## config.mk

```make
export PLATFORM = sky130hd
export DESIGN_NAME = alu_multicycle
export DESIGN_NICKNAME = d
export VERILOG_FILES = /design/src/rtl/alu_pkg.sv /design/src/rtl/alu_mul_iter.sv /design/src/rtl/alu_multicycle.sv
export SDC_FILE = /design/constraint.sdc
export NUM_CORES = 1
export LEC_CHECK = 0
export ABC_AREA = 1
export CAP_MARGIN = 30
export CORE_UTILIZATION = 25
export CTS_CLUSTER_SIZE = 40
export DETAILED_ROUTE_END_ITERATION = 12
export MAX_ROUTING_LAYER = met4
export PLACE_DENSITY = 0.38
export SLEW_MARGIN = 20
export SYNTH_ARGS = -nofsm -noshare
export SYNTH_HDL_FRONTEND = slang
export SYNTH_SLANG_ARGS = --single-unit
```

## constraint.sdc

```tcl
create_clock -name clk -period 2.4 [get_ports clk]
set_clock_uncertainty 0.15 [all_clocks]
set_input_delay 0.48 -clock clk [delete_from_list [all_inputs] [get_ports clk]]
set_output_delay 0.48 -clock clk [all_outputs]
set_load 0.01 [all_outputs]
```

## src/rtl/alu_pkg.sv

```systemverilog
// alu_pkg: opcode map and FSM state type shared by the multicycle ALU
package alu_pkg;
    localparam logic [3:0] OP_ZERO   = 4'b1111;
    localparam logic [3:0] OP_ADD    = 4'b0000;
    localparam logic [3:0] OP_SUB    = 4'b0011;
    localparam logic [3:0] OP_AND    = 4'b1000;
    localparam logic [3:0] OP_OR     = 4'b1001;
    localparam logic [3:0] OP_NOT    = 4'b1011;
    localparam logic [3:0] OP_XOR    = 4'b1010;
    localparam logic [3:0] OP_SHL1   = 4'b1101;
    localparam logic [3:0] OP_PASSA0 = 4'b0100;
    localparam logic [3:0] OP_PASSA1 = 4'b0110;
    localparam logic [3:0] OP_SLL    = 4'b1100;
    localparam logic [3:0] OP_SRL    = 4'b1110;
    localparam logic [3:0] OP_MUL    = 4'b0101;
    typedef enum logic [1:0] {IDLE, BUSY, HOLD} alu_state_t;
endpackage

```

## src/rtl/alu_mul_iter.sv

```systemverilog
// alu_mul_iter: shift-add multiplier, one step per cycle, done one cycle after the last step
module alu_mul_iter #(
    parameter int WIDTH = 32
) (
    input  logic             clk,
    input  logic             rst_n,
    input  logic             start,
    input  logic [WIDTH-1:0] a,
    input  logic [WIDTH-1:0] b,
    output logic             done,
    output logic [WIDTH-1:0] prod,
    output logic             ovf
);
    localparam int CW = $clog2(WIDTH) + 1;
    logic             run;
    logic [CW-1:0]    cnt;
    logic [2*WIDTH-1:0] acc, mcand;
    logic [WIDTH-1:0] mplier;
    assign done = run && cnt == CW'(WIDTH);
    assign prod = acc[WIDTH-1:0];
    // the full double-width product is kept so overflow needs no extra logic
    assign ovf  = |acc[2*WIDTH-1:WIDTH];
    always_ff @(posedge clk or negedge rst_n) begin
        if (!rst_n) begin
            run    <= 1'b0;
            cnt    <= '0;
            acc    <= '0;
            mcand  <= '0;
            mplier <= '0;
        end else if (start) begin
            run    <= 1'b1;
            cnt    <= '0;
            acc    <= '0;
            mcand  <= {{WIDTH{1'b0}}, a};
            mplier <= b;
        end else if (done) begin
            run    <= 1'b0;
        end else if (run) begin
            acc    <= mplier[0] ? acc + mcand : acc;
            mcand  <= mcand << 1;
            mplier <= mplier >> 1;
            cnt    <= cnt + CW'(1);
        end
    end
endmodule

```

## src/rtl/alu_multicycle.sv

```systemverilog
// alu_multicycle: valid/ready ALU with registered result and flags, iterative multiply
module alu_multicycle
    import alu_pkg::*;
#(
    parameter int WIDTH = 32
) (
    input  logic             clk,
    input  logic             rst_n,
    input  logic             in_valid,
    output logic             in_ready,
    input  logic [WIDTH-1:0] reg_1,
    input  logic [WIDTH-1:0] reg_2,
    input  logic [3:0]       alu_opsel,
    output logic             out_valid,
    input  logic             out_ready,
    output logic [WIDTH-1:0] alu_res,
    output logic             flag_z,
    output logic             flag_n,
    output logic             flag_c,
    output logic             flag_v
);
    localparam int SHAMT_W = $clog2(WIDTH);
    alu_state_t state, nstate;
    logic             accept, is_mul, mul_done, mul_ovf, c, v;
    logic [WIDTH-1:0] mul_res, res;
    logic [WIDTH:0]   sum, diff, sll_x, srl_x;
    logic [SHAMT_W-1:0] shamt;
    assign is_mul = alu_opsel == OP_MUL;
    assign accept = in_valid && in_ready;
    assign shamt  = reg_2[SHAMT_W-1:0];
    assign sum    = {1'b0, reg_1} + {1'b0, reg_2};
    assign diff   = {1'b0, reg_1} - {1'b0, reg_2};
    // one guard bit on each side catches the last bit shifted out
    assign sll_x  = {1'b0, reg_1} << shamt;
    assign srl_x  = {reg_1, 1'b0} >> shamt;
    alu_mul_iter #(.WIDTH(WIDTH)) u_mul (
        .clk   (clk),
        .rst_n (rst_n),
        .start (accept && is_mul),
        .a     (reg_1),
        .b     (reg_2),
        .done  (mul_done),
        .prod  (mul_res),
        .ovf   (mul_ovf)
    );
    always_comb begin
        nstate    = state;
        in_ready  = state == IDLE || (state == HOLD && out_ready);
        out_valid = state == HOLD;
        case (state)
            IDLE:    if (in_valid) nstate = is_mul ? BUSY : HOLD;
            BUSY:    if (mul_done) nstate = HOLD;
            HOLD:    if (out_ready) nstate = !in_valid ? IDLE : is_mul ? BUSY : HOLD;
            default: nstate = IDLE;
        endcase
    end
    always_comb begin
        res = '0;
        c   = 1'b0;
        v   = 1'b0;
        case (alu_opsel)
            OP_ADD: begin
                res = sum[WIDTH-1:0];
                c   = sum[WIDTH];
                v   = reg_1[WIDTH-1] == reg_2[WIDTH-1] && sum[WIDTH-1] != reg_1[WIDTH-1];
            end
            OP_SUB: begin
                res = diff[WIDTH-1:0];
                c   = !diff[WIDTH];
                v   = reg_1[WIDTH-1] != reg_2[WIDTH-1] && diff[WIDTH-1] != reg_1[WIDTH-1];
            end
            OP_AND:               res = reg_1 & reg_2;
            OP_OR:                res = reg_1 | reg_2;
            OP_NOT:               res = ~reg_1;
            OP_XOR:               res = reg_1 ^ reg_2;
            OP_PASSA0, OP_PASSA1: res = reg_1;
            OP_SHL1: begin
                res = {reg_1[WIDTH-2:0], 1'b0};
                c   = reg_1[WIDTH-1];
            end
            OP_SLL: begin
                res = sll_x[WIDTH-1:0];
                c   = sll_x[WIDTH];
            end
            OP_SRL: begin
                res = srl_x[WIDTH:1];
                c   = srl_x[0];
            end
            default:              res = '0;
        endcase
    end
    always_ff @(posedge clk or negedge rst_n) begin
        if (!rst_n) begin
            state   <= IDLE;
            alu_res <= '0;
            flag_z  <= 1'b0;
            flag_n  <= 1'b0;
            flag_c  <= 1'b0;
            flag_v  <= 1'b0;
        end else begin
            state <= nstate;
            if (accept && !is_mul) begin
                alu_res <= res;
                flag_z  <= res == '0;
                flag_n  <= res[WIDTH-1];
                flag_c  <= c;
                flag_v  <= v;
            end else if (mul_done) begin
                alu_res <= mul_res;
                flag_z  <= mul_res == '0;
                flag_n  <= mul_res[WIDTH-1];
                flag_c  <= mul_ovf;
                flag_v  <= 1'b0;
            end
        end
    end
endmodule

```

Yosys cells after proc, flatten, opt, wreduce, memory -nomap -nowiden
Index checks and enable logic that the tools add are counted.

cells by class
  add/sub/neg operators = 4
  eq/ne operators = 22
  shifts and indexed selects = 2
  muxes and demuxes = 33
  bitwise logic cells = 4
  reduce and logical (&&, ||, !) cells = 23

operators by type and width
  cell                 count
  $mux 64              7
  $pmux 32 s10         1
  $mux 32              5
  $add 64x64->64       1
  $logic_not 32->1     2
  $add 32x32->33       1
  $shl 32x5->33        1
  $shr 33x5->33        1
  $sub 32x32->33       1
  $and 32x32->32       1
  $not 32->32          1
  $or 32x32->32        1
  $reduce_or 32->1     1
  $xor 32x32->32       1
  $eq 4x4->1 const B   7
  $mux 6               3
  $eq 4x3->1 const B   3
  $mux 2               5
  $mux 1               9
  $reduce_bool 2->1    4
  $logic_and 1x1->1    7
  $add 6x1->6 const B  1
  $eq 6x6->1 const B   1
  $pmux 2 s3           1
  16 further kinds     22

word-level totals
  register bits = 205
  output and inout port bits = 38
  logic and storage cells = 99

Logic depth before layout (Yosys ltp)
Gate-level depths: netlist (run 1).

  word-level depth = 7
  depth in mapped cells = 24
  gate-level depth less buffers = 21

By module
From an unflattened synthesis (run 1), not the netlist that was laid out.

second synthesis, totals
  cell total of the unflattened synthesis = 4640
  area, all modules = 25767.2 µm²

modules (own cells, without submodules)
  module          times used  cells an instance  area an instance (µm²)
  alu_mul_iter    1           2084               13006.2
  alu_multicycle  1           2556               12761.0

Worst setup path before layout (run 1)
OpenSTA, ideal clock, no wires.

  kind = input to register
  from = in reg_2[2]
  to = reg flag_z
  library setup time = 0.073 ns
  arrival time = 2.758 ns
  data required time = 2.177 ns
  path slack = -0.581 ns
  stages = 24
  buffers on the path = 4
  cell sequence = buf_2 -> inv_2 -> buf_2 -> buf_2 -> ha_1 -> buf_4 -> nand2_1 -> inv_1 -> nand2_1 -> nand2_1 -> nand2_1 -> nand2_1 -> nand2_1 -> nand2_1 -> nand2_1 -> and2_1 -> nor2_1 -> nor2_1 -> nand2_1 -> nor2_1 -> nand2_1 -> nor3_1 -> nand2_1 -> a21oi_2

between the ends
  word-level cells in the longest chain between the ends = 4

RTL lines
  what                                          line                   text
  from (decl)                                   alu_multicycle.sv:12   input logic [WIDTH-1:0] reg_2,
  $sub 32x32->33, or another cell as far along  alu_multicycle.sv:32   assign diff = {1'b0, reg_1} - {1'b0, reg_2};
  $pmux 32 s10 (*)                              alu_multicycle.sv:61   case (alu_opsel)
  $logic_not 32->1 (*)                          alu_multicycle.sv:104  flag_z <= res == '0;
  $mux 1 (*)                                    alu_multicycle.sv:102  if (accept && !is_mul) begin
  to (signal assigned)                          alu_multicycle.sv:96   flag_z <= 1'b0;
  to (signal assigned)                          alu_multicycle.sv:104
  to (signal assigned)                          alu_multicycle.sv:110  flag_z <= mul_res == '0;
  to (decl)                                     alu_multicycle.sv:17   output logic flag_z,

Mark *: on every way between the ends. The rest lies on a longest branch, timed or not.
A chain may end at the register's enable or synchronous reset.

Final worst setup path (run 1)
  from = reg u_mul.mcand[0]
  to = reg u_mul.acc[32]

between the ends
  word-level cells in the longest chain between the ends = 5

RTL lines
  what                    line                text
  from (decl)             alu_mul_iter.sv:17  logic [2*WIDTH-1:0] acc, mcand;
  from (signal assigned)  alu_mul_iter.sv:34  mcand <= {{WIDTH{1'b0}}, a};
  from (signal assigned)  alu_mul_iter.sv:40  mcand <= mcand << 1;
  $add 64x64->64          alu_mul_iter.sv:39  acc <= mplier[0] ? acc + mcand : acc;
  $mux 64                 alu_mul_iter.sv:39
  $mux 64                 alu_mul_iter.sv:38  end else if (run) begin
  $mux 64                 alu_mul_iter.sv:36  end else if (done) begin
  $mux 64                 alu_mul_iter.sv:30  end else if (start) begin
  to (signal assigned)    alu_mul_iter.sv:39
  to (decl)               alu_mul_iter.sv:17

No other way between the ends. The select of a mux whose other input is x is not followed.

==> qor.csv, run 1 <==
stage,metric,value,unit
sta,shortest_period_the_worst_path_allows,2.72,ns
clock_network,cts_max_path_buffers,3,
placement,postPlaceCellArea,0.0346,mm²
critical_path,critical_path_slowest_stage_cell,fa_2,
yosys,postSynthRegisterBits,204,
power,p_total,40.2,mW
critical_path,slowest_delay,0.37,ns
floorplan,ios,110,
sta,maxSlewViolCount,0,
grt,grt.overflow.total,0,
placement,port-buffer-count,109,
final_layout,layout.cell_area.non_filler,0.0409,mm²
final_layout,multi_input_comb_area,0.0196,mm²
sta,worst_pin_slew,0.813,ns
clock_network,cts-buffers-inserted,28,
placement,post-place-ws,-1.68,ns
flow_run,drv_cap,0,
run_status,failing_checks,setup timing,
drt,wl,145000,µm
drt,dr.first_iter.drc_count,2724,
final_layout,drive_above_1_share,42.3,%
yosys,synth-warning-count,0,
sta,final.setup.worst_slack,-0.320,ns
final_layout,design.final.nets,5451,
final_layout,layout-area-overhead-vs-synth,74.8,%
floorplan,dieHeight,308,µm
yosys,synth_top_flop_cell,dfrtp_1,
final_layout,regArea,0.00511,mm²
sta,final.hold.worst_slack,0.0659,ns
yosys,post_synth_instance_area,0.0234,mm²
grt,overall_routing_resource_usage,30.9,%
grt,antenna_violations_before_repair,8,
clock_network,root_buffer,clkbuf_16,
sta,finalCritPeriodShare,113,%
drt,vias,31844,
floorplan,die_width,308,µm
critical_path,crit_path_cell_trace,ha_2 > inv_2 > fa_2 > o21ai_4 > a21oi_4 > o21ai_2 > buf_6 > nand2_2 > nand2_2 > a21o_1 > buf_12 > buf_6 > a21o_1 > a21oi_1 > o21ai_1 > nand2_1,
power,p_per_area,981,mW/mm²
placement,hpwl,121000,µm
power,vdd.ir_drop.worst,0.000731,V
placement,place_congestion,0.998,
drt,remaining_drc_errors,0,
clock_network,ctsHtreeMaxLevel,1,
sta,rsz_0062_raised_after_global_routing,true,
run_status,status,finished with violations,
sta,hold_viol_final,0,
critical_path,worstSetupPathType,reg2reg,
clock_network,clock_insertion_delay_worst_skew,0.64,ns
drt,drt_pre_antenna_iters,5,
floorplan,core_area,0.0922,mm²
grt,wire_length_of_the_first_global_routing_pass,208000,µm
floorplan,dieArea,0.0949,mm²
yosys,syn_area_per_cell,5.90,µm²
clock_network,cts.clk_slew.worst_paths,0.09,ns
yosys,synthArstFlopShare,100,%
grt,pin_count_of_the_biggest_net_entering_global_routing,65,
sta,setup_violations,48,
final_layout,nFillCells,9982,
clock_network,tritoncts_clock_tree,yes,
grt,vias_in_the_first_global_route,30281,
critical_path,path_max_fanout,3,
yosys,synthesis.nets,4214,
drt,drt.antenna.violating_nets,0,
yosys,synth.yosys.seq_area_share,21.8,%
yosys,synth-edff-count,0,
floorplan,initial_core_util,25.4,%
drt,post_drt_via_cell_ratio,4.92,
critical_path,arrival,3.08,ns
critical_path,timing.critical_path.to_type,register,
floorplan,placementRows,111,
critical_path,cp_data_required_time,2.76,ns
hold_path,hold_path.class,in2reg,
drt,wire_per_inst,22.5,µm
sta,slew_headroom,45.4,%
critical_path,startpoint_class_of_the_critical_path,register,
sta,highest_attainable_clock_frequency,368,MHz
yosys,synth.lib_cells_used.distinct,50,
yosys,syn-instance-count,3968,
clock_network,clock_tree_sinks,204,
power,power.static_leakage,20.2,nW
[final timing paths]
path	cells past startpoint	from	to	slack [ns]
setup / recovery	16	u_mul.mcand[0]$_DFFE_PN0P_	u_mul.acc[32]$_DFFE_PN0P_	-0.32
hold / removal	4	reg_2[5]	u_mul.mplier[5]$_DFFE_PN0P_	0.07
setup reg to reg	16	u_mul.mcand[0]$_DFFE_PN0P_	u_mul.acc[32]$_DFFE_PN0P_	-0.32
hold reg to reg	2	u_mul.mplier[31]$_DFFE_PN0P_	u_mul.mplier[31]$_DFFE_PN0P_	0.34
max in group asynchronous	3	rst_n	u_mul.mcand[41]$_DFFE_PN0P_	1.20
min in group asynchronous	2	rst_n	u_mul.mplier[22]$_DFFE_PN0P_	0.23
[through the flow]
stage          cells  setup TNS (ns)  utilization, %
2_1_floorplan   3968          -0.770               -
3_3_place_gp    6295         -112.65            37.5
3_5_place_dp    6296         -116.08            37.5
4_1_cts         6410          -10.39            41.7
5_1_grt         6469          -14.65            44.4
6_report        6469           -7.39            44.4
[power by group]
part,internal (mW),leakage (nW),total (mW),switching [mW]
Combinational,13.7,17.2,29.0,15.3
Clock,2.89,0.497,4.85,1.96
Sequential,5.00,2.47,6.26,1.26
Total,21.6,20.2,40.2,18.6
[state kept, by name (all words and copies together) (netlist names)]
name and cells:
flag_c 1, alu_res 32, u_mul.run 1, u_mul.cnt 6
state 2, u_mul.mplier 32, u_mul.mcand 64, flag_v 1
u_mul.acc 64, flag_z 1
[cell usage after synthesis (21+ instances only)]
cell type / instances / area, µm²
inv_1: 509 / 1910
nand4_1: 41 / 257
buf_1: 22 / 82.6
nand2_1: 1093 / 4100
dfrtp_1: 204 / 5100
o22ai_1: 51 / 319
a21oi_1: 209 / 1050
o211ai_1: 26 / 195
a31oi_1: 24 / 150
clkbuf_1: 51 / 191
nand3_1: 520 / 2600
o21ai_0: 225 / 1130
ha_1: 171 / 2140
a211oi_1: 27 / 203
nor2_1: 398 / 1490
o21ai_1: 21 / 105
nor3_1: 91 / 455
buf_2: 72 / 360
[cells in the final DEF, fill, tap and decap left out, types with 27 or more instances in the layout]
| cell type | instances |
|---|---|
| buf_4 | 1085 |
| dfrtp_1 | 201 |
| buf_12 | 59 |
| a21oi_2 | 51 |
| o21ai_0 | 143 |
| nand4_1 | 41 |
| inv_2 | 84 |
| nand2_1 | 844 |
| a211oi_1 | 27 |
| ha_4 | 60 |
| nand2_2 | 192 |
| ha_1 | 97 |
| o22ai_1 | 47 |
| nor2_1 | 252 |
| clkbuf_16 | 28 |
| clkdlybuf4s50_1 | 35 |
| o21ai_1 | 82 |
| nor2_2 | 93 |
| nor3_1 | 77 |
| a21oi_1 | 141 |
| nand2_4 | 71 |
| buf_6 | 108 |
| nor2_4 | 64 |
| nand3_2 | 83 |
| nand3_1 | 417 |
| inv_1 | 415 |
[final cells by class]
cell class | instances | area share, %
multi-input cells | 3077 | 47.8
inverters | 527 | 5.04
well taps | 1243 | 3.80
diodes | 1 | 0.00611
flip-flops and latches | 204 | 12.5
clock inverters | 15 | 0.645
clock buffers | 35 | 1.85
repair buffers | 1367 | 28.3
[critical path, delay by kind of cell (launching register included)]
kind / cells / cell delay, ns
AOI/OAI and AO/OA: 7 / 0.93
adders and majority gates: 2 / 0.56
buffers and inverters: 4 / 0.42
DFF: 1 / 0.36
and+or+nand+nor: 3 / 0.19
[metal layers]
metal	up-vias	routed length, µm	track usage (%)
met5	-	0	-
met4	0	4280	8.30
met3	141	11300	6.12
met2	1012	57700	41.9
met1	15079	72100	45.5
li1	15612	-	-
[cells by family (layout without fill, tap and decap cells)]
family                     Yosys count  count (layout)  share of synthesized area, %
AOI/OAI and AO/OA                  674             674                          16.4
xor gates and xnor gates            14              14                         0.524
adders and majority gates          174             174                          9.40
buffers and inverters              687            1944                          11.7
DFF                                204             204                          21.8
other                                0               1                             0
and+or+nand+nor                   2215            2215                          40.1
[timing repair]
item	in CTS	in global routing
hold buffers	1	0
pin swaps	182	274
resized for setup	820	609
cloned	1	0
endpoints found under the setup margin	92	78
endpoints found under the hold margin	38	0
buffers inserted	66	70
Note: power is estimated with default switching activity, not from simulation.
==> run 2: changes to the inputs <==
CORE_MARGIN = 5   (was not set)
==> run 2 against run 1 <==
  * The flow still finishes with violations (setup timing)
  * Largest cell class unchanged
  * Sequential power increased by 3%
  * Critical path type unchanged
  * Critical endpoint is now u_mul.acc[52]$_DFFE_PN0P_
  * First-iteration DRC count decreased by 7.6%
  * Die area increased by 5.3%
==> qor.csv, run 2 (synthesized netlist as in run 1, its figures left out) <==
stage,metric,value,unit
run_status,status,finished with violations,
run_status,failing_checks,setup timing,
placement,hpwl,116000,µm
critical_path,slack_of_the_worst_reg_to_reg_path,-0.33,ns
clock_network,ctsHtreeMaxLevel,1,
placement,placedCellCount,6205,
critical_path,timing.critical_path.to_type,register,
critical_path,startpoint_class_of_the_critical_path,register,
critical_path,worst_r2r_endpoint,u_mul.acc[52]$_DFFE_PN0P_,
critical_path,reg2reg_depth,16,
sta,shortest_period_the_worst_path_allows,2.73,ns
drt,wl,142000,µm
flow_run,drv_cap,0,
clock_network,cts.clk_slew.worst_paths,0.06,ns
final_layout,layout-area-overhead-vs-synth,71.4,%
floorplan,dieArea,0.0999,mm²
drt,drt.antenna.violating_nets,0,
sta,hold_viol_final,0,
sta,maxSlewViolCount,0,
final_layout,finalNonFillerCells,6395,
floorplan,core_area,0.0932,mm²
sta,highest_attainable_clock_frequency,367,MHz
sta,totalNegativeSetupSlack,-5.09,ns
sta,final.setup.worst_slack,-0.328,ns
grt,pin_count_of_the_biggest_net_entering_global_routing,63,
clock_network,cts-buffers-inserted,30,
critical_path,path_max_fanout,4,
drt,wire_per_inst,22.2,µm
grt,global_route.usage.met3,5.24,%
clock_network,clock_tree_sinks,204,
grt,grt_met1_usage,42.0,%
final_layout,design.final.nets,5365,
critical_path,arrival,3.12,ns
floorplan,initial_core_util,25.1,%
final_layout,most-common-layout-cells,"1031 x buf_4, 845 x nand2_1, 436 x nand3_1, 398 x inv_1, 257 x nor2_1",
placement,place_congestion,1.00,
power,p_per_area,1030,mW/mm²
clock_network,clock_insertion_delay_worst_skew,0.62,ns
drt,vias,31598,
sta,slew_headroom,49.8,%
hold_path,hold_path.class,in2reg,
sta,worst_pin_slew,0.744,ns
drt,drt_pre_antenna_iters,6,
power,power.static_leakage,19.5,nW
drt,dr.first_iter.drc_count,2517,
grt,vias_in_the_first_global_route,30123,
critical_path,setup.worst_path.end,u_mul.acc[52]$_DFFE_PN0P_,
critical_path,timing.rr.start,u_mul.mcand[0]$_DFFE_PN0P_,
grt,overall_routing_resource_usage,28.1,%
placement,port-buffer-count,109,
critical_path,worstSetupPathType,reg2reg,
floorplan,dieHeight,316,µm
sta,setup_violations,33,
clock_network,root_buffer,clkbuf_16,
drt,remaining_drc_errors,0,
final_layout,final_common_cell,buf_4,
floorplan,placementRows,112,
final_layout,antenna-diode-count,0,
grt,globalRouteMet2Util,38.3,%
grt,antenna_violations_before_repair,2,
critical_path,cp_data_required_time,2.79,ns
final_layout,top_regs,"u_mul.acc: 64 flops, u_mul.mcand: 64 flops",
floorplan,ios,110,
clock_network,cts_max_path_buffers,3,
sta,finalCritPeriodShare,114,%
grt,wire_length_of_the_first_global_routing_pass,204000,µm
sta,rsz_0062_raised_after_global_routing,true,
grt,gr-max-usage-layer,met1,
floorplan,die_width,316,µm
drt,post_drt_via_cell_ratio,4.94,
grt,grt.overflow.total,0,
critical_path,worst_setup_path_startpoint,u_mul.mcand[0]$_DFFE_PN0P_,
clock_network,tritoncts_clock_tree,yes,
final_layout,drive_above_1_share,42.3,%
power,vdd.ir_drop.worst,0.000692,V
## run 2: cell types whose count changed in the layout (fill, tap and decap cells not counted), sizes merged, moves of 4 or more
cell           change
clkdlybuf4s15      -5
clkbuf            +34
clkinv             +5
buf              -101
clkdlybuf4s50      +4
bufinv             -5
dlygate4sd2       -15
## run 2: power by group
group	switching [mW]	leakage, nW	internal [mW]
Combinational	16.1	16.6	14.4
Sequential	1.42	2.47	5.01
Clock	1.94	0.467	2.53
## run 2: worst min path at each step
| stage | startpoint | endpoint | cells after the start |
|---|---|---|---|
| global route | reg_2[19] | u_mul.mplier[19]$_DFFE_PN0P_ | 4 |
| global placement | rst_n | u_mul.mplier[24]$_DFFE_PN0P_ | 1 |
| finish | reg_2[19] | u_mul.mplier[19]$_DFFE_PN0P_ | 4 |
| CTS | rst_n | u_mul.mplier[24]$_DFFE_PN0P_ | 2 |
| floorplan | rst_n | alu_res[0]$_DFFE_PN0P_ | 0 |
| detailed placement | rst_n | u_mul.mplier[24]$_DFFE_PN0P_ | 1 |
## run 2: metrics by stage
step	worst slack (ns)	hold WS (ns)	util (%)	total power, mW	instance area, µm²
floorplan	-0.351	0.0344	-	16.5	23500
global placement	-1.70	0.277	36.1	29.1	33700
detailed placement	-1.65	0.276	36.1	29.1	33700
CTS	-0.366	0.207	40.2	37.8	37500
global route	-0.422	0.0941	43.1	44.3	40100
finish	-0.328	0.0875	43.1	41.4	40100
## run 2: repair_timing
| action | CTS | global route |
|---|---|---|
| hold buffers | 1 | 0 |
| gates cloned | 0 | 1 |
| resized for setup | 709 | 740 |
| setup buffers | 62 | 87 |
| setup endpoints to repair | 91 | 77 |
| endpoints found under the hold margin | 46 | 0 |
| pin swaps | 155 | 287 |
## run 2: routing by layer
layer	vias up	routed length (µm)	part of all wire, %
met5	-	0	0
met4	0	4960	3.5
met3	162	10300	7.2
met2	960	56500	40
met1	15040	70500	50
li1	15436	-	-
## run 2: critical path, cell delays in order, from the launching register on
cell	delay, ns
dfrtp_1	0.36
ha_2	0.19
inv_2	0.04
fa_2	0.37
o21ai_4	0.22
a21oi_4	0.10
o21ai_2	0.18
buf_12	0.15
nand2_4	0.05
nand2_4	0.09
a21oi_4	0.07
o21bai_1	0.14
buf_4	0.21
nand2_2	0.08
nand3_1	0.07
nand2_1	0.05
o21ai_1	0.13
## run 2: layout make-up
class                      instances  area, µm²
fill                           10045      53100
multi-input combinational       3077      19800
timing repair buffer            1279      10600
sequential                       204       5110
inverter                         527       2040
tap                             1254       1570
clock buffer                      39        825
clock inverter                    15        134
